`src/rtl/crc_req_scheduler_if.sv`:
```
// Bundle between crc_req_scheduler, its two requesters, the CRC datapath and the response consumer.
// master = scheduler side, slave = environment (requesters, datapath, consumer).
interface crc_req_scheduler_if #(
    parameter int N = 11,
    parameter int M = 5
);
    logic         req_valid_0;
    logic [N-1:0] req_data_0;
    logic [M-1:0] req_poly_0;
    logic         req_errinj_0;
    logic         req_ready_0;

    logic         req_valid_1;
    logic [N-1:0] req_data_1;
    logic [M-1:0] req_poly_1;
    logic         req_errinj_1;
    logic         req_ready_1;

    logic [N-1:0] dp_data;
    logic [M-1:0] dp_poly;
    logic         dp_err_en;
    logic         dp_start;
    logic [N-1:0] dp_data_out;
    logic         dp_error_check;

    logic         rsp_valid;
    logic         rsp_ready;
    logic         rsp_id;
    logic [N-1:0] rsp_data;
    logic         rsp_err;

    modport master (
        input  req_valid_0, req_data_0, req_poly_0, req_errinj_0,
        output req_ready_0,
        input  req_valid_1, req_data_1, req_poly_1, req_errinj_1,
        output req_ready_1,
        output dp_data, dp_poly, dp_err_en, dp_start,
        input  dp_data_out, dp_error_check,
        output rsp_valid, rsp_id, rsp_data, rsp_err,
        input  rsp_ready
    );

    modport slave (
        output req_valid_0, req_data_0, req_poly_0, req_errinj_0,
        input  req_ready_0,
        output req_valid_1, req_data_1, req_poly_1, req_errinj_1,
        input  req_ready_1,
        input  dp_data, dp_poly, dp_err_en, dp_start,
        output dp_data_out, dp_error_check,
        input  rsp_valid, rsp_id, rsp_data, rsp_err,
        output rsp_ready
    );
endinterface

```
`src/rtl/crc_req_scheduler.sv`:
```
// Two-requester round-robin front end for a shared fixed-latency CRC datapath, one transaction in flight.
// Optional per-requester saturating error counters when CRC_SCHED_STATS_EN is defined.
module crc_req_scheduler #(
    parameter int N      = 11,
    parameter int M      = 5,
    parameter int DP_LAT = 3     // legal range 1..15
) (
    input  logic                  Clk,
    input  logic                  reset,
    crc_req_scheduler_if.master   bus
`ifdef CRC_SCHED_STATS_EN
    ,
    output logic [7:0]            err_cnt_0,
    output logic [7:0]            err_cnt_1
`endif
);

    localparam int                CNT_W    = 4;
    localparam logic [CNT_W-1:0]  CNT_INIT = CNT_W'(DP_LAT - 1);

    localparam logic [1:0] S_IDLE  = 2'd0;
    localparam logic [1:0] S_ISSUE = 2'd1;
    localparam logic [1:0] S_WAIT  = 2'd2;
    localparam logic [1:0] S_RESP  = 2'd3;

    logic [1:0]          req_valid;
    logic [1:0][N-1:0]   req_data;
    logic [1:0][M-1:0]   req_poly;
    logic [1:0]          req_errinj;

    assign req_valid  = {bus.req_valid_1,  bus.req_valid_0};
    assign req_data   = {bus.req_data_1,   bus.req_data_0};
    assign req_poly   = {bus.req_poly_1,   bus.req_poly_0};
    assign req_errinj = {bus.req_errinj_1, bus.req_errinj_0};

    logic [1:0]       state_q,     state_d;
    logic             rr_ptr_q,    rr_ptr_d;
    logic             id_q,        id_d;
    logic [CNT_W-1:0] cnt_q,       cnt_d;
    logic [N-1:0]     dp_data_q,   dp_data_d;
    logic [M-1:0]     dp_poly_q,   dp_poly_d;
    logic             dp_err_en_q, dp_err_en_d;
    logic             dp_start_q,  dp_start_d;
    logic             rsp_valid_q, rsp_valid_d;
    logic             rsp_id_q,    rsp_id_d;
    logic [N-1:0]     rsp_data_q,  rsp_data_d;
    logic             rsp_err_q,   rsp_err_d;

    logic win_id;
    logic accept;
    logic rsp_hs;

    // A lone requester always wins; contention is settled by the round-robin pointer.
    always_comb begin
        win_id = req_valid[1];
        if (&req_valid) win_id = rr_ptr_q;
    end

    assign accept          = (state_q == S_IDLE) && (|req_valid);
    assign bus.req_ready_0 = accept && !win_id;
    assign bus.req_ready_1 = accept &&  win_id;
    assign rsp_hs          = rsp_valid_q && bus.rsp_ready;

    always_comb begin
        state_d     = state_q;
        rr_ptr_d    = rr_ptr_q;
        id_d        = id_q;
        cnt_d       = cnt_q;
        dp_data_d   = dp_data_q;
        dp_poly_d   = dp_poly_q;
        dp_err_en_d = dp_err_en_q;
        dp_start_d  = 1'b0;
        rsp_valid_d = rsp_valid_q;
        rsp_id_d    = rsp_id_q;
        rsp_data_d  = rsp_data_q;
        rsp_err_d   = rsp_err_q;
        case (state_q)
            S_IDLE: begin
                if (accept) begin
                    dp_data_d   = req_data[win_id];
                    dp_poly_d   = req_poly[win_id];
                    dp_err_en_d = req_errinj[win_id];
                    id_d        = win_id;
                    dp_start_d  = 1'b1;
                    state_d     = S_ISSUE;
                end
            end
            S_ISSUE: begin
                cnt_d   = CNT_INIT;
                state_d = S_WAIT;
            end
            S_WAIT: begin
                // cnt reaching zero lines up with the datapath output settling DP_LAT cycles after issue
                if (cnt_q == '0) begin
                    rsp_valid_d = 1'b1;
                    rsp_id_d    = id_q;
                    rsp_data_d  = bus.dp_data_out;
                    rsp_err_d   = bus.dp_error_check;
                    state_d     = S_RESP;
                end else begin
                    cnt_d = cnt_q - 1'b1;
                end
            end
            S_RESP: begin
                if (rsp_hs) begin
                    rsp_valid_d = 1'b0;
                    rr_ptr_d    = ~id_q;
                    state_d     = S_IDLE;
                end
            end
            default: state_d = S_IDLE;
        endcase
    end

    always_ff @(posedge Clk or negedge reset) begin
        if (!reset) begin
            state_q     <= S_IDLE;
            rr_ptr_q    <= 1'b0;
            id_q        <= 1'b0;
            cnt_q       <= '0;
            dp_data_q   <= '0;
            dp_poly_q   <= '0;
            dp_err_en_q <= 1'b0;
            dp_start_q  <= 1'b0;
            rsp_valid_q <= 1'b0;
            rsp_id_q    <= 1'b0;
            rsp_data_q  <= '0;
            rsp_err_q   <= 1'b0;
        end else begin
            state_q     <= state_d;
            rr_ptr_q    <= rr_ptr_d;
            id_q        <= id_d;
            cnt_q       <= cnt_d;
            dp_data_q   <= dp_data_d;
            dp_poly_q   <= dp_poly_d;
            dp_err_en_q <= dp_err_en_d;
            dp_start_q  <= dp_start_d;
            rsp_valid_q <= rsp_valid_d;
            rsp_id_q    <= rsp_id_d;
            rsp_data_q  <= rsp_data_d;
            rsp_err_q   <= rsp_err_d;
        end
    end

    assign bus.dp_data   = dp_data_q;
    assign bus.dp_poly   = dp_poly_q;
    assign bus.dp_err_en = dp_err_en_q;
    assign bus.dp_start  = dp_start_q;
    assign bus.rsp_valid = rsp_valid_q;
    assign bus.rsp_id    = rsp_id_q;
    assign bus.rsp_data  = rsp_data_q;
    assign bus.rsp_err   = rsp_err_q;

`ifdef CRC_SCHED_STATS_EN
    logic [1:0][7:0] err_cnt_q;

    for (genvar g = 0; g < 2; g++) begin : g_stats
        logic bump;
        assign bump = rsp_hs && rsp_err_q && (rsp_id_q == 1'(g));
        always_ff @(posedge Clk or negedge reset) begin
            if (!reset)                          err_cnt_q[g] <= '0;
            else if (bump && err_cnt_q[g] != '1) err_cnt_q[g] <= err_cnt_q[g] + 8'd1;
        end
    end

    assign err_cnt_0 = err_cnt_q[0];
    assign err_cnt_1 = err_cnt_q[1];
`endif

endmodule

```
`src/flat_wrapper.sv`:
```
// flat-port wrapper written by rule: the top's interface ports become plain ports
module crc_req_scheduler_flat 
#(
    parameter int N      = 11,
    parameter int M      = 5,
    parameter int DP_LAT = 3                         
)
  (Clk, reset, bus_req_valid_0, bus_req_data_0, bus_req_poly_0, bus_req_errinj_0, bus_req_ready_0, bus_req_valid_1, bus_req_data_1, bus_req_poly_1, bus_req_errinj_1, bus_req_ready_1, bus_dp_data, bus_dp_poly, bus_dp_err_en, bus_dp_start, bus_dp_data_out, bus_dp_error_check, bus_rsp_valid, bus_rsp_id, bus_rsp_data, bus_rsp_err, bus_rsp_ready);
  crc_req_scheduler_if #(.N(N), .M(M)) bus_i ();
  input  logic Clk;
  input  logic reset;
  input wire logic [$bits(bus_i.req_valid_0)-1:0] bus_req_valid_0;
  input wire logic [$bits(bus_i.req_data_0)-1:0] bus_req_data_0;
  input wire logic [$bits(bus_i.req_poly_0)-1:0] bus_req_poly_0;
  input wire logic [$bits(bus_i.req_errinj_0)-1:0] bus_req_errinj_0;
  output wire logic [$bits(bus_i.req_ready_0)-1:0] bus_req_ready_0;
  input wire logic [$bits(bus_i.req_valid_1)-1:0] bus_req_valid_1;
  input wire logic [$bits(bus_i.req_data_1)-1:0] bus_req_data_1;
  input wire logic [$bits(bus_i.req_poly_1)-1:0] bus_req_poly_1;
  input wire logic [$bits(bus_i.req_errinj_1)-1:0] bus_req_errinj_1;
  output wire logic [$bits(bus_i.req_ready_1)-1:0] bus_req_ready_1;
  output wire logic [$bits(bus_i.dp_data)-1:0] bus_dp_data;
  output wire logic [$bits(bus_i.dp_poly)-1:0] bus_dp_poly;
  output wire logic [$bits(bus_i.dp_err_en)-1:0] bus_dp_err_en;
  output wire logic [$bits(bus_i.dp_start)-1:0] bus_dp_start;
  input wire logic [$bits(bus_i.dp_data_out)-1:0] bus_dp_data_out;
  input wire logic [$bits(bus_i.dp_error_check)-1:0] bus_dp_error_check;
  output wire logic [$bits(bus_i.rsp_valid)-1:0] bus_rsp_valid;
  output wire logic [$bits(bus_i.rsp_id)-1:0] bus_rsp_id;
  output wire logic [$bits(bus_i.rsp_data)-1:0] bus_rsp_data;
  output wire logic [$bits(bus_i.rsp_err)-1:0] bus_rsp_err;
  input wire logic [$bits(bus_i.rsp_ready)-1:0] bus_rsp_ready;
  assign bus_i.req_valid_0 = bus_req_valid_0;
  assign bus_i.req_data_0 = bus_req_data_0;
  assign bus_i.req_poly_0 = bus_req_poly_0;
  assign bus_i.req_errinj_0 = bus_req_errinj_0;
  assign bus_req_ready_0 = bus_i.req_ready_0;
  assign bus_i.req_valid_1 = bus_req_valid_1;
  assign bus_i.req_data_1 = bus_req_data_1;
  assign bus_i.req_poly_1 = bus_req_poly_1;
  assign bus_i.req_errinj_1 = bus_req_errinj_1;
  assign bus_req_ready_1 = bus_i.req_ready_1;
  assign bus_dp_data = bus_i.dp_data;
  assign bus_dp_poly = bus_i.dp_poly;
  assign bus_dp_err_en = bus_i.dp_err_en;
  assign bus_dp_start = bus_i.dp_start;
  assign bus_i.dp_data_out = bus_dp_data_out;
  assign bus_i.dp_error_check = bus_dp_error_check;
  assign bus_rsp_valid = bus_i.rsp_valid;
  assign bus_rsp_id = bus_i.rsp_id;
  assign bus_rsp_data = bus_i.rsp_data;
  assign bus_rsp_err = bus_i.rsp_err;
  assign bus_i.rsp_ready = bus_rsp_ready;
  crc_req_scheduler #(.N(N), .M(M), .DP_LAT(DP_LAT)) u_core (.Clk(Clk), .reset(reset), .bus(bus_i));
endmodule
```
`config.mk`:
```
export PLATFORM = sky130hd
export DESIGN_NAME = crc_req_scheduler_flat
export DESIGN_NICKNAME = d
export VERILOG_FILES = /design/src/rtl/crc_req_scheduler_if.sv /design/src/rtl/crc_req_scheduler.sv /design/src/flat_wrapper.sv
export SDC_FILE = /design/constraint.sdc
export NUM_CORES = 1
export LEC_CHECK = 0
export ABC_AREA = 1
export CORE_ASPECT_RATIO = 0.7
export CORE_UTILIZATION = 46
export CTS_BUF_LIST = sky130_fd_sc_hd__clkbuf_4 sky130_fd_sc_hd__clkbuf_8
export DETAILED_ROUTE_END_ITERATION = 7
export PLACE_DENSITY = 0.95
export SYNTH_ARGS = -nofsm -noshare
export SYNTH_HDL_FRONTEND = slang
export SYNTH_SLANG_ARGS = --single-unit
```
`constraint.sdc`:
```
create_clock -name Clk -period 3.55 [get_ports Clk]
set_input_delay 0.71 -clock Clk [delete_from_list [all_inputs] [get_ports Clk]]
set_output_delay 0.71 -clock Clk [all_outputs]
set_load 0.005 [all_outputs]
```
; Word level (Yosys, flattened, before mapping)
; Index checks and enable logic that the tools add are counted.
[op_classes]
bitwise_logic = 1
n_eq_ne = 7
addsub = 1
reduce_logical = 17
muxes = 18
n_lt_le_gt_ge = 1
[ops]
columns = cell, count
row1 = 11-bit two-way mux, 2
row2 = 5-bit two-way mux, 2
row3 = 2-bit AND reduction, 5
row4 = 2-bit case mux with 4 select lines, 1
row5 = 4-bit case mux with 2 select lines, 1
row6 = 1-bit two-way mux, 7
row7 = 2-bit two-way mux, 3
row8 = 2-bit by 1-bit != test with 1-bit output (second input constant), 3
row9 = 3-bit AND reduction, 2
row10 = 2-bit equality test (second input constant), 2
row11 = 1-bit logical AND, 4
row12 = 4-bit logical NOT, 1
row13 = 4-bit two-way mux, 1
row14 = 2-bit nonzero test, 2
row15 = 4-bit by 1-bit subtractor with 4-bit output (second input constant), 1
row16 = 2-bit by 1-bit equality test with 1-bit output (second input constant), 1
row17 = 2-bit logical NOT, 1
row18 = 1-bit by 2-bit less-than comparator with 1-bit output (second input constant), 1
row19 = 2-bit != test (second input constant), 1
row20 = 1-bit case mux with 2 select lines, 1
row21 = 2-bit OR reduction, 1
row22 = 1-bit logical NOT, 1
row23 = 1-bit NOT, 1
[totals]
reg_bits = 40
wordCells = 57
out_inout_bits = 34

; Longest topological paths before layout
; Gate-level depths: netlist of run 1.
[logic_depth]
word_depth = 4
depth_mapped = 8
mapped_depth_nobuf = 8

; Worst setup path before layout of run 1
; Ideal clock, no wire load.
[synth_path]
kind = input to output
startpoint = input bus_req_valid_0
endpoint = output bus_req_ready_0
cell_stages = 3
required_time_ns = 2.840
t_arrival_ns = 1.282
path_slack_ns = 1.558
cell_sequence = o21ai_2 -> nor2_4 -> buf_6
[synth_via]
elab_chain_len = 4
word_cells_on_any_way = 6
classes_between = mux: 1 / reduce/logical: 5
[synth_lines]
columns = item, line
row1 = from (decl), flat_wrapper.sv:12  ; input wire logic [$bits(bus_i.req_valid_0)-1:0] bus_req_valid_0;
row2 = 2-bit AND reduction, crc_req_scheduler.sv:56  ; if (&req_valid) win_id = rr_ptr_q;
row3 = 1-bit two-way mux, crc_req_scheduler.sv:56
row4 = 1-bit logical NOT, crc_req_scheduler.sv:60  ; assign bus.req_ready_0 = accept && !win_id;
row5 = 1-bit logical AND (*), crc_req_scheduler.sv:60
row6 = to (decl), flat_wrapper.sv:16  ; output wire logic [$bits(bus_i.req_ready_0)-1:0] bus_req_ready_0;
; Mark *: on every way between the ends. The rest lies on a longest branch, timed or not.

; Worst setup path in the final report of run 1
; Same ends and word-level chain as after synthesis.

==> impl_metrics.csv, run 1 <==
group,metric,value,unit
routing,drt-vias-per-instance,4.71,
synth,syn_area,1890,um2
critical_path,worst_r2r_startpoint,"u_core.state_q[0]",
synth,combinational_family_with_the_most_area_after_synthesis,"simple AND/OR/NAND/NOR gates",
critical_path,crit_arrival,2.20,ns
place,port_buffers,84,
clock_tree,clock_latency,0.30,ns
sta,fin_crit_sh,82.1,%
power_and_ir_drop,power_leakage,1.39,nW
cells_and_area,num_antenna_cells,0,
floorplanning,core_region_area,3920,um2
hold_path,worst_hold_path_depth,2,
critical_path,worst_ep_required_time,2.84,ns
synth,synth_top_area_share,53.0,%
synth,netlist_instances,218,
critical_path,crit_slowest_cell,"clkdlybuf4s50_1",
clock_tree,clock-sinks,40,
routing,routed-via-count,1696,
clock_tree,cts_tree,"done",
grt,global_route_wire_length_before_repair,7690,um
routing,first_iter_violations,89,
synth,syn_nets,275,
place,finalWeightedCongestion,0.877,
floorplanning,die_area,4370,um2
floorplanning,floorplan.initialDensity,48.1,%
sta,worstMarginPinSlew,0.863,ns
critical_path,max_stage_delay,0.54,ns
cells_and_area,final_net_count,364,
run,maxCapViolCount,0,
synth,synth_compound_gate_area_share,6.16,%
clock_tree,cts_max_path_buffers,2,
synth,synth.area.top_cells,"dfrtp_1 53%, nand2_1 17%, inv_1 5.0%",
critical_path,cp-end-kind,"output pin",
critical_path,r2r.worst_path.cells,5,
clock_tree,clockRootBuffer,"clkbuf_8",
power_and_ir_drop,peakVddDrop,418,uV
grt,gr-total-overflow,0,
place,place.detailed.hpwl,3520,um
routing,post_drt_wl_per_cell,12.8,um
synth,synth-seq-cells,40,
synth,sequential_cell_area_fraction_in_the_yosys_report,53.0,%
routing,drcViolationCount,0,
routing,final_wl,4600,um
grt,grt_antenna_before_repair,0,
hold_path,worst_min_delay_path_category,"register to register",
cells_and_area,commonest_non_fill_non_tap_cell_in_the_layout,"nand2_1",
cells_and_area,layout.cells.most_common_list,"87 x nand2_1, 83 x clkdlybuf4s50_1, 40 x dfrtp_1",
sta,setup_repair_after_global_routing_missed_its_margin,"false",
critical_path,timing.setup.critical_path_class,"primary input to output pin",
floorplanning,chipHeight,55.6,um
clock_tree,cts_buffers,5,
clock_tree,htreeDepth,2,
synth,yosys.area_share.simple,29.2,%
sta,final-hold-violation-count,0,
clock_tree,postCtsSetupRepairBufs,0,
sta,max-slew-margin-rel,42.4,%
cells_and_area,syn_to_final_growth,52.0,%
critical_path,setup.worst_path.start_class,"primary input",
floorplanning,row_count,19,
clock_tree,cts_resized,0,
sta,setup-tns-final,0,ns
run_status,status,"finished clean",
cells_and_area,drive_above_1_share,8.77,%
synth,synth.lib_cells_used.distinct,21,
sta,finalCriticalPeriod,2.91,ns
sta,report.final.slew_viol_count,0,
routing,drt.antenna.violating_nets,0,
clock_tree,cts_hold_repair.buffers,0,
sta,setup_viol,0,
grt,number_of_global_route_vias_before_repair,1715,
critical_path,cp_cell_sequence,"clkdlybuf4s50_1, inv_1, nor2_4, nor2_1, nor2_4, clkdlybuf4s50_1",
sta,fin_worst_skew,0.00993,ns
critical_path,critical_path_fanouts_max,2,
cells_and_area,finished_core_util,73.2,%
grt,grt_max_degree,41,
clock_tree,cts.clk_slew.worst_paths,0.08,ns
synth,yosys-mux-area-fraction,0,%
floorplanning,io_pins,85,
synth,average_cell_area_after_synthesis,8.66,um2
grt,globalRouteTotalUtil,23.3,%
sta,fmax,343,MHz
synth,synthXorXnorAreaFrac,0.464,%
power_and_ir_drop,power-per-cell-area,784,nW/um2
synth,synth-adder-area-share,3.98,%
routing,detail_route.first_pass.iterations,4,
sta,timing.hold.ws,0.487,ns
critical_path,critPathLaunch,"bus_req_valid_0",
synth,yosysWarnings,0,
hold_path,worst_hold_start,"u_core.bus.rsp_data[4]",
synth,synth_top_cell_by_area,"dfrtp_1",
floorplanning,die_width,78.6,um
[routing by layer]
metal	part of all wire, %	wire length (um)	GRT usage [%]
met5	0	0	0
met4	1.0	48	7.14
met3	10	469	10.8
met2	47	2160	37.5
met1	42	1920	27.7
[critical path, delay by kind of cell]
family / cells / cell delay [ns]
AND/OR/NAND/NOR: 3 / 0.33
buffers and inverters: 3 / 1.16
[cell type report]
type / instances / area [um2]
Inverter: 26 / 97.6
Clock buffer: 6 / 82.6
Timing Repair Buffer: 87 / 858
Multi-Input combinational cell: 147 / 751
Clock inverter: 2 / 15.0
Sequential cell: 40 / 1000
Tap cell: 52 / 65.1
Fill cell: 299 / 1050
[path summary, 6_finish.rpt]
check	slack (ns)	endpoint
min in group asynchronous	0.53	u_core.bus.rsp_valid
max in group asynchronous	2.49	u_core.bus.dp_data[3]
setup reg to reg	1.73	u_core.cnt_q[3]
setup / recovery	0.64	bus_req_ready_0
hold reg to reg	0.49	u_core.bus.rsp_data[4]
hold / removal	0.49	u_core.bus.rsp_data[4]
[cells in the mapped netlist (all sizes together)]
library cell / number
nor3: 1
nand2: 87
inv: 26
o21a: 1
xor2: 1
o21bai: 1
buf: 4
o21ai: 18
o211ai: 1
ha: 6
nor2: 8
dfrtp: 40
nand3: 23
clkbuf: 1
[registers in the layout, indices dropped and copies added (netlist names)]
signal / flops
u_core.bus.dp_err_en: 1
u_core.bus.dp_poly: 5
u_core.cnt_q: 4
u_core.bus.rsp_data: 11
u_core.state_q: 2
u_core.bus.rsp_err: 1
u_core.bus.rsp_valid: 1
u_core.id_q: 1
u_core.rr_ptr_q: 1
u_core.bus.dp_data: 11
u_core.bus.rsp_id: 1
u_core.bus.dp_start: 1
[power breakdown]
part           switching [mW]  total [mW]  internal, mW
logic                   0.520        1.12         0.599
registers               0.133       0.815         0.682
clock network           0.159       0.317         0.157
[cell families after synthesis]
family,after synthesis
buffers and inverters,31
AND/OR/NAND/NOR,119
XOR/XNOR,1
adder cells (fa/ha/maj),6
flip-flops,40
AO/OA/AOI/OAI,21
[stage by stage]
step           cell area, um2  worst slack [ns]  instances  total power, mW
2_1_floorplan            1890              1.56        218             1.37
3_3_place_gp             2770             0.704        352             1.89
3_5_place_dp             2770             0.673        352             1.94
4_1_cts                  2870             0.641        360             2.27
5_1_grt                  2870             0.590        360             2.43
6_report                 2870             0.636        360             2.25
No activity file was read; power rests on OpenSTA's default activity.
==> run 2: changes to the inputs <==
--- a/config.mk
+++ b/config.mk
@@ -7,10 +7,10 @@
 export LEC_CHECK = 0
 export ABC_AREA = 1
 export CORE_ASPECT_RATIO = 0.7
-export CORE_UTILIZATION = 46
+export CORE_UTILIZATION = 43
 export CTS_BUF_LIST = sky130_fd_sc_hd__clkbuf_4 sky130_fd_sc_hd__clkbuf_8
 export DETAILED_ROUTE_END_ITERATION = 7
-export PLACE_DENSITY = 0.95
+export PLACE_DENSITY = 0.91
 export SYNTH_ARGS = -nofsm -noshare
 export SYNTH_HDL_FRONTEND = slang
 export SYNTH_SLANG_ARGS = --single-unit
==> constraint.sdc (replaced) <==
create_clock -name Clk -period 2.97 [get_ports Clk]
set_input_delay 0.594 -clock Clk [delete_from_list [all_inputs] [get_ports Clk]]
set_output_delay 0.594 -clock Clk [all_outputs]
set_load 0.005 [all_outputs]
==> impl_metrics.csv, run 2 (same netlist as run 1, synthesis figures left out) <==
group,metric,value,unit
run_status,status,"finished clean",
sta,finalCriticalPeriod,2.62,ns
power_and_ir_drop,power_report.internal_total,1.72,mW
power_and_ir_drop,peakVddDrop,494,uV
sta,fin_crit_sh,88.3,%
routing,post_drt_wl_per_cell,12.3,um
critical_path,crit_arrival,2.03,ns
power_and_ir_drop,power_leakage,1.39,nW
critical_path,critPathLaunch,"bus_req_valid_0",
critical_path,crit-reg2reg-capture,"u_core.cnt_q[3]",
cells_and_area,layout.cells.most_common_list,"87 x nand2_1, 83 x clkdlybuf4s50_1, 40 x dfrtp_1",
sta,setup_repair_after_global_routing_missed_its_margin,"false",
place,place.detailed.hpwl,3390,um
cells_and_area,commonest_non_fill_non_tap_cell_in_the_layout,"nand2_1",
clock_tree,cts_hold_repair.buffers,0,
clock_tree,htreeDepth,2,
routing,first_iter_violations,104,
critical_path,reg2reg_slack,1.20,ns
power_and_ir_drop,seq_power_share,36.2,%
cells_and_area,finished_core_util,70.6,%
power_and_ir_drop,power.share.combinational,49.6,%
sta,max-slew-margin-rel,42.7,%
clock_tree,cts_tree,"done",
cells_and_area,syn_to_final_growth,52.0,%
critical_path,setup.worst_path.start_class,"primary input",
clock_tree,clock-sinks,40,
routing,drt.antenna.violating_nets,0,
sta,report.final.slew_viol_count,0,
clock_tree,clock_latency,0.28,ns
clock_tree,cts_max_path_buffers,2,
place,placedInstanceArea,2770,um2
routing,routed-via-count,1733,
clock_tree,cts_resized,0,
power_and_ir_drop,p_clk_share,14.2,%
clock_tree,postCtsSetupRepairBufs,0,
cells_and_area,postLayoutCellArea,2870,um2
cells_and_area,filler_cell_count,312,
grt,grt_max_degree,41,
cells_and_area,drive_above_1_share,8.77,%
sta,setup-tns-final,0,ns
power_and_ir_drop,switching_share,36.1,%
sta,fmax,381,MHz
cells_and_area,num_antenna_cells,0,
grt,grt_antenna_before_repair,0,
grt,number_of_global_route_vias_before_repair,1757,
critical_path,timing.critical_path.to,"bus_req_ready_0",
critical_path,critical_path_fanouts_max,2,
cells_and_area,layout.cells.non_filler,360,
critical_path,timing.setup.critical_path_class,"primary input to output pin",
critical_path,worst_r2r_startpoint,"u_core.state_q[0]",
cells_and_area,final_net_count,364,
routing,drt-vias-per-instance,4.81,
routing,drcViolationCount,0,
floorplanning,row_count,19,
power_and_ir_drop,power-per-cell-area,936,nW/um2
power_and_ir_drop,net-switching-power,0.971,mW
floorplanning,core_region_area,4070,um2
grt,global_route_wire_length_before_repair,7640,um
critical_path,cp-end-kind,"output pin",
sta,setup_viol,0,
critical_path,r2r.worst_path.cells,5,
floorplanning,io_pins,85,
hold_path,worst_min_delay_path_category,"primary input to async pin",
clock_tree,cts_buffers,5,
sta,fin_worst_skew,0.00541,ns
floorplanning,floorplan.initialDensity,46.4,%
routing,final_wl,4430,um
grt,globalRouteTotalUtil,21.6,%
grt,gr-total-overflow,0,
critical_path,worst_ep_required_time,2.38,ns
routing,detail_route.first_pass.iterations,4,
place,post-place-cells,352,
sta,final-hold-violation-count,0,
floorplanning,die_area,4660,um2
sta,worstMarginPinSlew,0.860,ns
floorplanning,chipHeight,57.4,um
place,port_buffers,84,
place,finalWeightedCongestion,0.812,
run,maxCapViolCount,0,
clock_tree,clockRootBuffer,"clkbuf_8",
floorplanning,die_width,81.2,um
clock_tree,cts.clk_slew.worst_paths,0.08,ns
==> run 2: final cells by class <==
type | instances | area, um2 | area share, %
Clock buffer | 6 | 82.6 | 2.88
Timing Repair Buffer | 87 | 858 | 29.9
Clock inverter | 2 | 15.0 | 0.523
Tap cell | 52 | 65.1 | 2.27
Inverter | 26 | 97.6 | 3.40
Sequential cell | 40 | 1000 | 34.9
Multi-Input combinational cell | 147 | 751 | 26.2
==> run 2: metal layers <==
metal,up-vias,GRT usage (%),share of wire [%]
li1,851,-,-
met1,820,27.3,44
met2,56,36.3,46
met3,6,7.84,8.6
met4,0,3.06,0.74
met5,-,0,0
==> run 2: critical path, stage by stage <==
cell             delay (ns)
clkdlybuf4s50_1        0.50
inv_1                  0.09
nor2_4                 0.13
nor2_1                 0.08
nor2_4                 0.12
clkdlybuf4s50_1        0.51
==> run 2: how the worst min path moves through the flow <==
stage,start,depth (start not counted),to,slack (ns)
2_1_floorplan,reset,0,u_core.bus.dp_data[0],0.30
3_3_place_gp,u_core.bus.rsp_data[7],2,u_core.bus.rsp_data[7],0.47
3_5_place_dp,u_core.bus.rsp_data[7],2,u_core.bus.rsp_data[7],0.47
4_1_cts,reset,1,u_core.bus.rsp_data[2],0.45
5_1_grt,reset,1,u_core.bus.rsp_data[2],0.50
6_report,reset,1,u_core.bus.rsp_valid,0.42
==> run 2: per-stage QoR <==
step | setup slack [ns] | power, mW | hold slack, ns
final | 0.346 | 2.69 | 0.420
after global routing | 0.277 | 2.92 | 0.498
after CTS | 0.339 | 2.72 | 0.451
after detailed placement | 0.353 | 2.32 | 0.474
after global placement | 0.380 | 2.26 | 0.466
after floorplan | 1.16 | 1.64 | 0.298
==> run 2: power groups by stage <==
stage,registers (mW),clock network (mW),logic (mW)
floorplan,0.985,0,0.650
global placement,0.969,0,1.29
detailed placement,0.977,0,1.34
CTS,0.972,0.389,1.36
global route,1.01,0.417,1.49
finish,0.972,0.382,1.33
==> run 3: changes to the inputs <==
--- a/config.mk
+++ b/config.mk
@@ -6,11 +6,13 @@
 export NUM_CORES = 1
 export LEC_CHECK = 0
 export ABC_AREA = 1
+export CAP_MARGIN = 20
 export CORE_ASPECT_RATIO = 0.7
 export CORE_UTILIZATION = 43
 export CTS_BUF_LIST = sky130_fd_sc_hd__clkbuf_4 sky130_fd_sc_hd__clkbuf_8
 export DETAILED_ROUTE_END_ITERATION = 7
 export PLACE_DENSITY = 0.91
+export RECOVER_POWER = 100
 export SYNTH_ARGS = -nofsm -noshare
 export SYNTH_HDL_FRONTEND = slang
 export SYNTH_SLANG_ARGS = --single-unit
==> impl_metrics.csv, run 3 (same netlist as run 1, synthesis figures left out) <==
group,metric,value,unit
hold_path,worst_hold_start,"u_core.bus.rsp_data[1]",
cells_and_area,final_net_count,364,
routing,top_signal_layer_used,"met4",
clock_tree,htreeDepth,2,
critical_path,crit-reg2reg-capture,"u_core.cnt_q[3]",
sta,max-slew-margin-rel,-37.3,%
sta,setup-tns-final,0,ns
routing,wl_met2,2070,um
routing,post_drt_wl_per_cell,12.2,um
sta,final-hold-violation-count,0,
clock_tree,cts_resized,0,
cells_and_area,syn_to_final_growth,51.3,%
floorplanning,core_region_area,4070,um2
critical_path,cp-end-kind,"output pin",
cells_and_area,multiInputGateArea,742,um2
clock_tree,cts_hold_repair.buffers,0,
sta,finalCriticalPeriod,2.71,ns
clock_tree,postCtsSetupRepairBufs,0,
sta,report.final.slew_viol_count,41,
grt,grt_antenna_before_repair,0,
critical_path,critical_path_fanouts_max,2,
routing,final_wl,4390,um
cells_and_area,layout.cells.most_common_list,"87 x nand2_1, 48 x clkdlybuf4s50_1, 40 x dfrtp_1",
power_and_ir_drop,power_leakage,1.43,nW
routing,drt.antenna.violating_nets,0,
cells_and_area,commonest_non_fill_non_tap_cell_in_the_layout,"nand2_1",
floorplanning,row_count,19,
cells_and_area,num_antenna_cells,0,
critical_path,setup.worst_path.start_class,"primary input",
critical_path,timing.setup.critical_path_class,"primary input to output pin",
sta,fmax,369,MHz
critical_path,r2r.worst_path.cells,5,
hold_path,worst_hold_path.endpoint,"u_core.bus.rsp_data[1]",
critical_path,worst_ep_required_time,2.38,ns
critical_path,worst_r2r_startpoint,"u_core.state_q[0]",
sta,setup_repair_after_global_routing_missed_its_margin,"false",
power_and_ir_drop,power-per-cell-area,902,nW/um2
clock_tree,clock-sinks,40,
power_and_ir_drop,peakVddDrop,475,uV
sta,setup_viol,0,
sta,fin_crit_sh,91.3,%
grt,number_of_global_route_vias_before_repair,1757,
routing,wl_met3,406,um
place,placedInstanceArea,2770,um2
routing,first_iter_violations,101,
critical_path,reg2reg_slack,0.89,ns
routing,drcViolationCount,0,
clock_tree,clockRootBuffer,"clkbuf_8",
grt,grt_max_degree,41,
routing,drt-vias-per-instance,4.81,
critical_path,crit_arrival,2.12,ns
sta,worstMarginPinSlew,2.06,ns
floorplanning,chipHeight,57.4,um
place,place.detailed.hpwl,3390,um
floorplanning,die_width,81.2,um
clock_tree,cts.clk_slew.worst_paths,0.08,ns
clock_tree,cts_buffers,5,
cells_and_area,filler_cell_count,316,
run_status,status,"complete, but fails checks",
routing,detail_route.first_pass.iterations,4,
grt,globalRouteTotalUtil,21.6,%
routing,routed-via-count,1732,
floorplanning,floorplan.initialDensity,46.4,%
place,finalWeightedCongestion,0.812,
sta,timing.hold.ws,0.483,ns
routing,m1WireLength,1880,um
place,port_buffers,84,
grt,global_route_wire_length_before_repair,7640,um
clock_tree,clock_latency,0.28,ns
clock_tree,cts_tree,"done",
floorplanning,die_area,4660,um2
cells_and_area,postLayoutCellArea,2860,um2
sta,fin_worst_skew,0.00590,ns
cells_and_area,sequential_cell_area,1000,um2
grt,gr-total-overflow,0,
hold_path,worst_min_delay_path_category,"register to register",
run,maxCapViolCount,1,
floorplanning,io_pins,85,
clock_tree,cts_max_path_buffers,2,
hold_path,worst_hold_path_depth,2,
cells_and_area,drive_above_1_share,7.47,%
run_status,violated_checks,"capacitance limit, slew limit",
[run 3: changes by cell type in the layout (fill, tap and decap cells not counted)]
| cell | previous run | this run |
|---|---|---|
| dlygate4sd3_1 | 0 | 35 |
| buf_4 | 3 | 2 |
| clkdlybuf4s50_1 | 83 | 48 |
| o21ai_2 | 1 | 0 |
| buf_2 | 1 | 0 |
| clkbuf_1 | 0 | 2 |
| o21ai_0 | 17 | 18 |
| nand3_2 | 9 | 8 |
| nand3_1 | 14 | 15 |
[run 3: per-layer routing]
| metal | vias to the layer above | GRT usage, % |
|---|---|---|
| met5 | - | 0 |
| met4 | 0 | 3.06 |
| met3 | 6 | 7.84 |
| met2 | 61 | 36.3 |
| met1 | 812 | 27.3 |
| li1 | 853 | - |
[run 3: area by class of cell]
cell class	count	area share [%]
inverter	26	3.42
multi-input combinational	147	26.0
clock inverter	2	0.526
sequential	40	35.0
tap	52	2.28
timing repair buffer	87	29.9
clock buffer	6	2.89
[run 3: worst max path at each step]
stage | cells after the start | slack, ns | startpoint | end
5_1_grt | 4 | 0.18 | bus_req_valid_0 | bus_req_ready_0
2_1_floorplan | 5 | 1.16 | u_core.state_q[0] | bus_req_ready_1
3_5_place_dp | 6 | 0.35 | bus_req_valid_0 | bus_req_ready_0
6_report | 5 | 0.26 | bus_req_valid_0 | bus_req_ready_1
3_3_place_gp | 6 | 0.38 | bus_req_valid_0 | bus_req_ready_0
4_1_cts | 6 | 0.34 | bus_req_valid_0 | bus_req_ready_0
[run 3: worst max-delay path: stages]
cell and delay [ns]:
dlygate4sd3_1 0.55, inv_1 0.13, nor2_4 0.06, nor3_4 0.18, dlygate4sd3_1 0.60
[run 3: per-stage QoR]
stage               setup WS, ns  std cells  power, mW  util, %
floorplan                   1.16        218       1.64        -
global placement           0.380        352       2.26     68.2
detailed placement         0.353        352       2.32     68.2
CTS                        0.339        360       2.72     70.6
global route               0.179        360       2.82     70.3
finish                     0.259        360       2.58     70.3
[run 3: where the power goes]
part / switching [mW] / internal (mW) / total (mW)
clock network: 0.191 / 0.188 / 0.379
registers: 0.147 / 0.814 / 0.961
logic: 0.614 / 0.623 / 1.24
total: 0.951 / 1.63 / 2.58
==> variant 1, RTL diff (settings of run 2) <==
`M` is set to 5 in 3 places; all go to 6.
--- a/src/rtl/crc_req_scheduler_if.sv
+++ b/src/rtl/crc_req_scheduler_if.sv
@@ -2,7 +2,7 @@
 // master = scheduler side, slave = environment (requesters, datapath, consumer).
 interface crc_req_scheduler_if #(
     parameter int N = 11,
-    parameter int M = 5
+    parameter int M = 6
 );
     logic         req_valid_0;
     logic [N-1:0] req_data_0;
--- a/src/rtl/crc_req_scheduler.sv
+++ b/src/rtl/crc_req_scheduler.sv
@@ -2,7 +2,7 @@
 // Optional per-requester saturating error counters when CRC_SCHED_STATS_EN is defined.
 module crc_req_scheduler #(
     parameter int N      = 11,
-    parameter int M      = 5,
+    parameter int M      = 6,
     parameter int DP_LAT = 3     // legal range 1..15
 ) (
     input  logic                  Clk,
--- a/src/flat_wrapper.sv
+++ b/src/flat_wrapper.sv
@@ -2,7 +2,7 @@
 module crc_req_scheduler_flat 
 #(
     parameter int N      = 11,
-    parameter int M      = 5,
+    parameter int M      = 6,
     parameter int DP_LAT = 3                         
 )
   (Clk, reset, bus_req_valid_0, bus_req_data_0, bus_req_poly_0, bus_req_errinj_0, bus_req_ready_0, bus_req_valid_1, bus_req_data_1, bus_req_poly_1, bus_req_errinj_1, bus_req_ready_1, bus_dp_data, bus_dp_poly, bus_dp_err_en, bus_dp_start, bus_dp_data_out, bus_dp_error_check, bus_rsp_valid, bus_rsp_id, bus_rsp_data, bus_rsp_err, bus_rsp_ready);
Ports: changed (resized bus_dp_poly, bus_req_poly_0 and bus_req_poly_1); port bits go from 85 to 88. The function was not compared with the original's and may differ.
==> variant 1 against run 2 <==
Area after synthesis rose by 4.9%; fmax decreased by 0.29%; register-to-register slack improved by 60 ps; non-clock buffer count rose by 3; setup slack lost 7.6 ps; sequential cell count up 1; routed wire length grew 2.1%; final area rose by 3.2%; sequential share of layout area shrank 0.25 points; power rose by 3.6%.
==> variant 1: results (changes against run 2) <==
hold_path:
  min_path_type: "in2async"
route:
  drc: 0  # unchanged
  drt_first_pass_iters: 4  # unchanged
  vias_per_cell: 4.70  # -2.3%
  drt_wl_total_um: 4530  # +2.1%
  drt_iter0_markers: 88  # -15%
logic_synthesis:
  ys_top_cells_by_count: "92 x nand2_1, 41 x dfrtp_1, 27 x inv_1"
  yosys_warnings: 0  # unchanged
  ys_types: 19  # -9.5%
  async_flop_share_pct: 100  # unchanged
  synth_area_leaders: "dfrtp_1 52%, nand2_1 17%, o21ai_2 6.2%"
  syn_nets: 286  # +4.0%
  yosysMostFrequentCell: "nand2_1"
  ys_seq_area_share_pct: 51.8  # -1.2 points
power:
  power.leakage_nw: 1.42  # +1.9%
  intPower_mw: 1.78  # +3.5%
  ir_worst_vdd_mv: 0.426  # -14%
grt:
  grt_start_max_net_pins: 42  # +2.4%
  grt_first_pass_wirelength_um: 7730  # +1.2%
  antenna_found_initial: 0  # unchanged
  grt_pass1_vias: 1727  # -1.7%
  track_usage_pct: 20.3  # -1.3 points
setup_path:
  critPathMaxFanout: 4  # +2
place:
  io_buffers: 87  # +3.6%
  post_dp_cell_area_mm2: 0.00287  # +3.6%
  gp_congestion: 0.774  # -4.7%
  hpwl_um: 3390  # about the same
cts:
  cts_buffers: 5  # unchanged
  cts.clk_slew.worst_paths_ps: 80  # about the same
  post_cts.repair.setup_buffers: 0  # unchanged
  cts_root_buf: "clkbuf_8"
  clockBufferDepth: 2  # unchanged
  clk_latency_ps: 300  # +20 ps
  ctsResizeCount: 0  # unchanged
status:
  run_status: "finished clean"
timing:
  fin_worst_skew_ps: 8.52  # +3.11 ps
  worst_pin_slew_ps: 895  # +35.5 ps
cells_and_area:
  nNetsFinal: 376  # +3.3%
  n_antenna_cell: 0  # unchanged
  drive_gt1_share_pct: 10.7  # +1.9 points
variant 1: area by class of cell:
cell class,count,area (um^2)
inverter,27,101
fill,356,1420
clock inverter,2,15.0
multi-input combinational,152,787
timing repair buffer,90,888
tap,55,68.8
clock buffer,6,76.3
sequential,41,1030
variant 1: metrics by stage:
stage / hold WS, ps / cells / setup WS, ps / power [mW]
2_1_floorplan: 298 / 227 / 1270 / 1.75
5_1_grt: 499 / 373 / 244 / 3.02
3_5_place_dp: 471 / 365 / 355 / 2.44
4_1_cts: 452 / 373 / 324 / 2.82
3_3_place_gp: 466 / 365 / 355 / 2.38
6_report: 425 / 373 / 339 / 2.78
variant 1: cell families (layout without fill, tap and decap cells):
kind of cell / after synthesis / in the layout / share of synthesized area (%)
AOI/OAI and AO/OA: 20 / 20 / 8.15
xor gates and xnor gates: 1 / 1 / 0.442
adders and majority gates: 6 / 6 / 3.79
buffers and inverters: 34 / 125 / 8.46
DFF: 41 / 41 / 51.8
and+or+nand+nor: 125 / 125 / 27.4
variant 1: per-layer routing:
layer	wire (um)	vias to the layer above	GRT usage (%)
met5	0	-	0
met4	49	0	7.64
met3	404	5	7.15
met2	2130	57	34.2
met1	1940	811	24.3
li1	-	881	-
variant 1: critical path: stages:
cell and delay [ps]:
clkdlybuf4s50_1 500, nand2_1 110, nand2_1 50, nor2_1 220
clkdlybuf4s50_1 560
variant 1: worst paths after layout:
kind	start	endpoint	slack (ps)	depth (start not counted)
worst max-delay path	bus_req_valid_0	bus_req_ready_1	340	5
worst min-delay path	reset	u_core.bus.rsp_err	430	1
worst max register to register	u_core.state_q[0]	u_core.cnt_q[2]	1260	5
worst min register to register	u_core.bus.rsp_data[2]	u_core.bus.rsp_data[2]	490	2
max in group asynchronous	reset	u_core.bus.dp_err_en	1990	1
min in group Clk	u_core.bus.rsp_data[2]	u_core.bus.rsp_data[2]	490	2
variant 1: power groups by stage:
stage	clock [mW]	sequential (mW)	combinational [mW]
3_3_place_gp	0	1.00	1.38
3_5_place_dp	0	1.01	1.43
4_1_cts	0.381	1.01	1.44
5_1_grt	0.413	1.04	1.57
6_report	0.371	1.00	1.41
2_1_floorplan	0	1.02	0.737
==> variant 2, RTL diff (config.mk and constraints of run 2) <==
Made on the original files. `dp_data_q` and `rsp_data_q` no longer have a reset.
--- a/src/rtl/crc_req_scheduler.sv
+++ b/src/rtl/crc_req_scheduler.sv
@@ -118,28 +118,29 @@
             rr_ptr_q    <= 1'b0;
             id_q        <= 1'b0;
             cnt_q       <= '0;
-            dp_data_q   <= '0;
             dp_poly_q   <= '0;
             dp_err_en_q <= 1'b0;
             dp_start_q  <= 1'b0;
             rsp_valid_q <= 1'b0;
             rsp_id_q    <= 1'b0;
-            rsp_data_q  <= '0;
             rsp_err_q   <= 1'b0;
         end else begin
             state_q     <= state_d;
             rr_ptr_q    <= rr_ptr_d;
             id_q        <= id_d;
             cnt_q       <= cnt_d;
-            dp_data_q   <= dp_data_d;
             dp_poly_q   <= dp_poly_d;
             dp_err_en_q <= dp_err_en_d;
             dp_start_q  <= dp_start_d;
             rsp_valid_q <= rsp_valid_d;
             rsp_id_q    <= rsp_id_d;
-            rsp_data_q  <= rsp_data_d;
             rsp_err_q   <= rsp_err_d;
         end
+    end
+
+    always_ff @(posedge Clk) begin
+        dp_data_q  <= dp_data_d;
+        rsp_data_q <= rsp_data_d;
     end
 
     assign bus.dp_data   = dp_data_q;
Behaviour: not the same (a bounded check fails within 4 cycles, from zero or initial values and one cycle with reset low).
==> variant 2 against run 2 <==
The flow now finishes with violations (DRC); sequential cell count did not move; non-clock buffer count fell by 1; critical path depth down 2; area after synthesis shrank 5.8%; die area shrank 5.6%; core utilization decreased by 0.41 points; power decreased by 18%; fmax fell by 4.2%; routed wire length decreased by 7.9%; clock skew is 1.4 ps higher; setup slack worse by 110 ps; clock power shrank 5.2%; final area down 3.5%.
==> variant 2: results (changes against run 2) <==
grt:
  track_usage_pct: 20.8  # -0.81 points
  grt_start_max_net_pins: 19  # -54%
  grt_pass1_vias: 1462  # -17%
  use_met1_pct: 26.5  # -0.82 points
  grt_use_met2_pct: 32.8  # -3.5 points
  grt_first_pass_wirelength_um: 6760  # -11%
  use_met3_pct: 8.85  # +1.0 points
logic_synthesis:
  syn_avg_cell_area_um2: 10.1  # +16%
  ys_seq_area_share_pct: 62.4  # +9.4 points
  async_flop_share_pct: 45.0  # -55 points
  syn_nets: 234  # -15%
  synth_area_leaders: "edfxtp_1 37%, dfrtp_1 25%, nand2_1 17%"
  synth_edf_count: 22  # +22
  ys_top_cells_by_count: "79 x nand2_1, 22 x edfxtp_1, 18 x dfrtp_1"
timing:
  fin_worst_skew_ps: 6.80  # +1.39 ps
  worst_pin_slew_ps: 821  # -38.6 ps
status:
  run_status: "finished, violations left"
  violations: "DRC"
cts:
  clk_latency_ps: 300  # +20 ps
  htreeDepth: 2  # unchanged
  clockBufferDepth: 2  # unchanged
cells_and_area:
  n_antenna_cell: 0  # unchanged
  nNetsFinal: 325  # -11%
  drive_gt1_share_pct: 7.43  # -1.3 points
route:
  drc: 2  # +2
  vias_per_cell: 4.72  # -2.0%
  routedWlPerCell_um: 12.7  # +3.2%
  drt_wl_total_um: 4080  # -7.9%
  drt_first_pass_iters: 6  # +2
  drt_iter0_markers: 87  # -16%
setup_path:
  critPathMaxFanout: 8  # +6
  cp_data_arrival_time_ps: 2140  # +110 ps
place:
  pre_cts_ws_ps: 241  # -112 ps
  hpwl_um: 3040  # -10%
  gp_congestion: 0.824  # +1.5%
  dp_cells: 313  # -11%
hold_path:
  min_path_type: "reg2reg"
power:
  power.leakage_nw: 1.22  # -13%
  ir_worst_vdd_mv: 0.383  # -23%
==> variant 2: cell types whose count changed in the layout (fill, tap and decap cells not counted), sizes merged, moves of 2 or more <==
cell,delta
buf,-2
dfrtp,-22
edfxtp,+22
inv,-9
nand2,-4
nand3,-12
nand4,+3
nor2,-2
o21ai,-14
==> variant 2: final timing paths <==
path                                        start                      to  slack (ps)  depth (start not counted)
worst max-delay path              bus_req_valid_0         bus_req_ready_0         230                          4
min in group asynchronous                   reset         u_core.cnt_q[3]         770                          1
max in group asynchronous                   reset         u_core.cnt_q[2]        1690                          1
worst min-delay path              u_core.cnt_q[0]         u_core.cnt_q[0]         480                          2
worst max register to register  u_core.state_q[0]  u_core.bus.rsp_data[3]        1170                          4
worst min register to register    u_core.cnt_q[0]         u_core.cnt_q[0]         480                          2
==> variant 2: area by class of cell <==
cell class	instances	area, um^2
fillers	295	1180
flip-flops and latches	40	1110
repair buffers	86	856
multi-input cells	118	586
clock buffers	6	76.3
well taps	52	65.1
inverters	17	63.8
clock inverters	2	12.5
==> variant 2: stage by stage <==
step	area [um^2]	hold WS, ps	util, %
after floorplan	1780	298	-
after global placement	2680	457	67.9
after detailed placement	2680	459	67.9
after CTS	2770	477	70.2
after global routing	2770	526	70.2
final	2770	477	70.2
==> variant 2: critical path, cell delays in order <==
cell and delay, ps:
clkdlybuf4s50_1 650, o21ai_4 160, nor2_4 200, clkdlybuf4s50_1 530
==> variant 2: kinds of logic (layout without fill, tap and decap cells) <==
family	after synthesis	after routing	share of synthesized area (%)
AO/OA/AOI/OAI	7	7	3.66
adder cells (fa/ha/maj)	6	6	4.22
XOR/XNOR	1	1	0.492
buffers and inverters	19	111	4.64
AND/OR/NAND/NOR	104	104	24.5
flip-flops	40	40	62.4
==> variant 2: layer usage <==
metal	share of wire [%]	routed length, um	vias up
met5	0	0	-
met4	1.1	46	0
met3	8.8	358	6
met2	48	1960	73
met1	42	1720	688
li1	-	-	748
==> variant 2: power breakdown <==
| group | switching [mW] | internal, mW |
|---|---|---|
| logic | 0.478 | 0.482 |
| clock network | 0.188 | 0.173 |
| registers | 0.0859 | 0.803 |
| total | 0.752 | 1.46 |
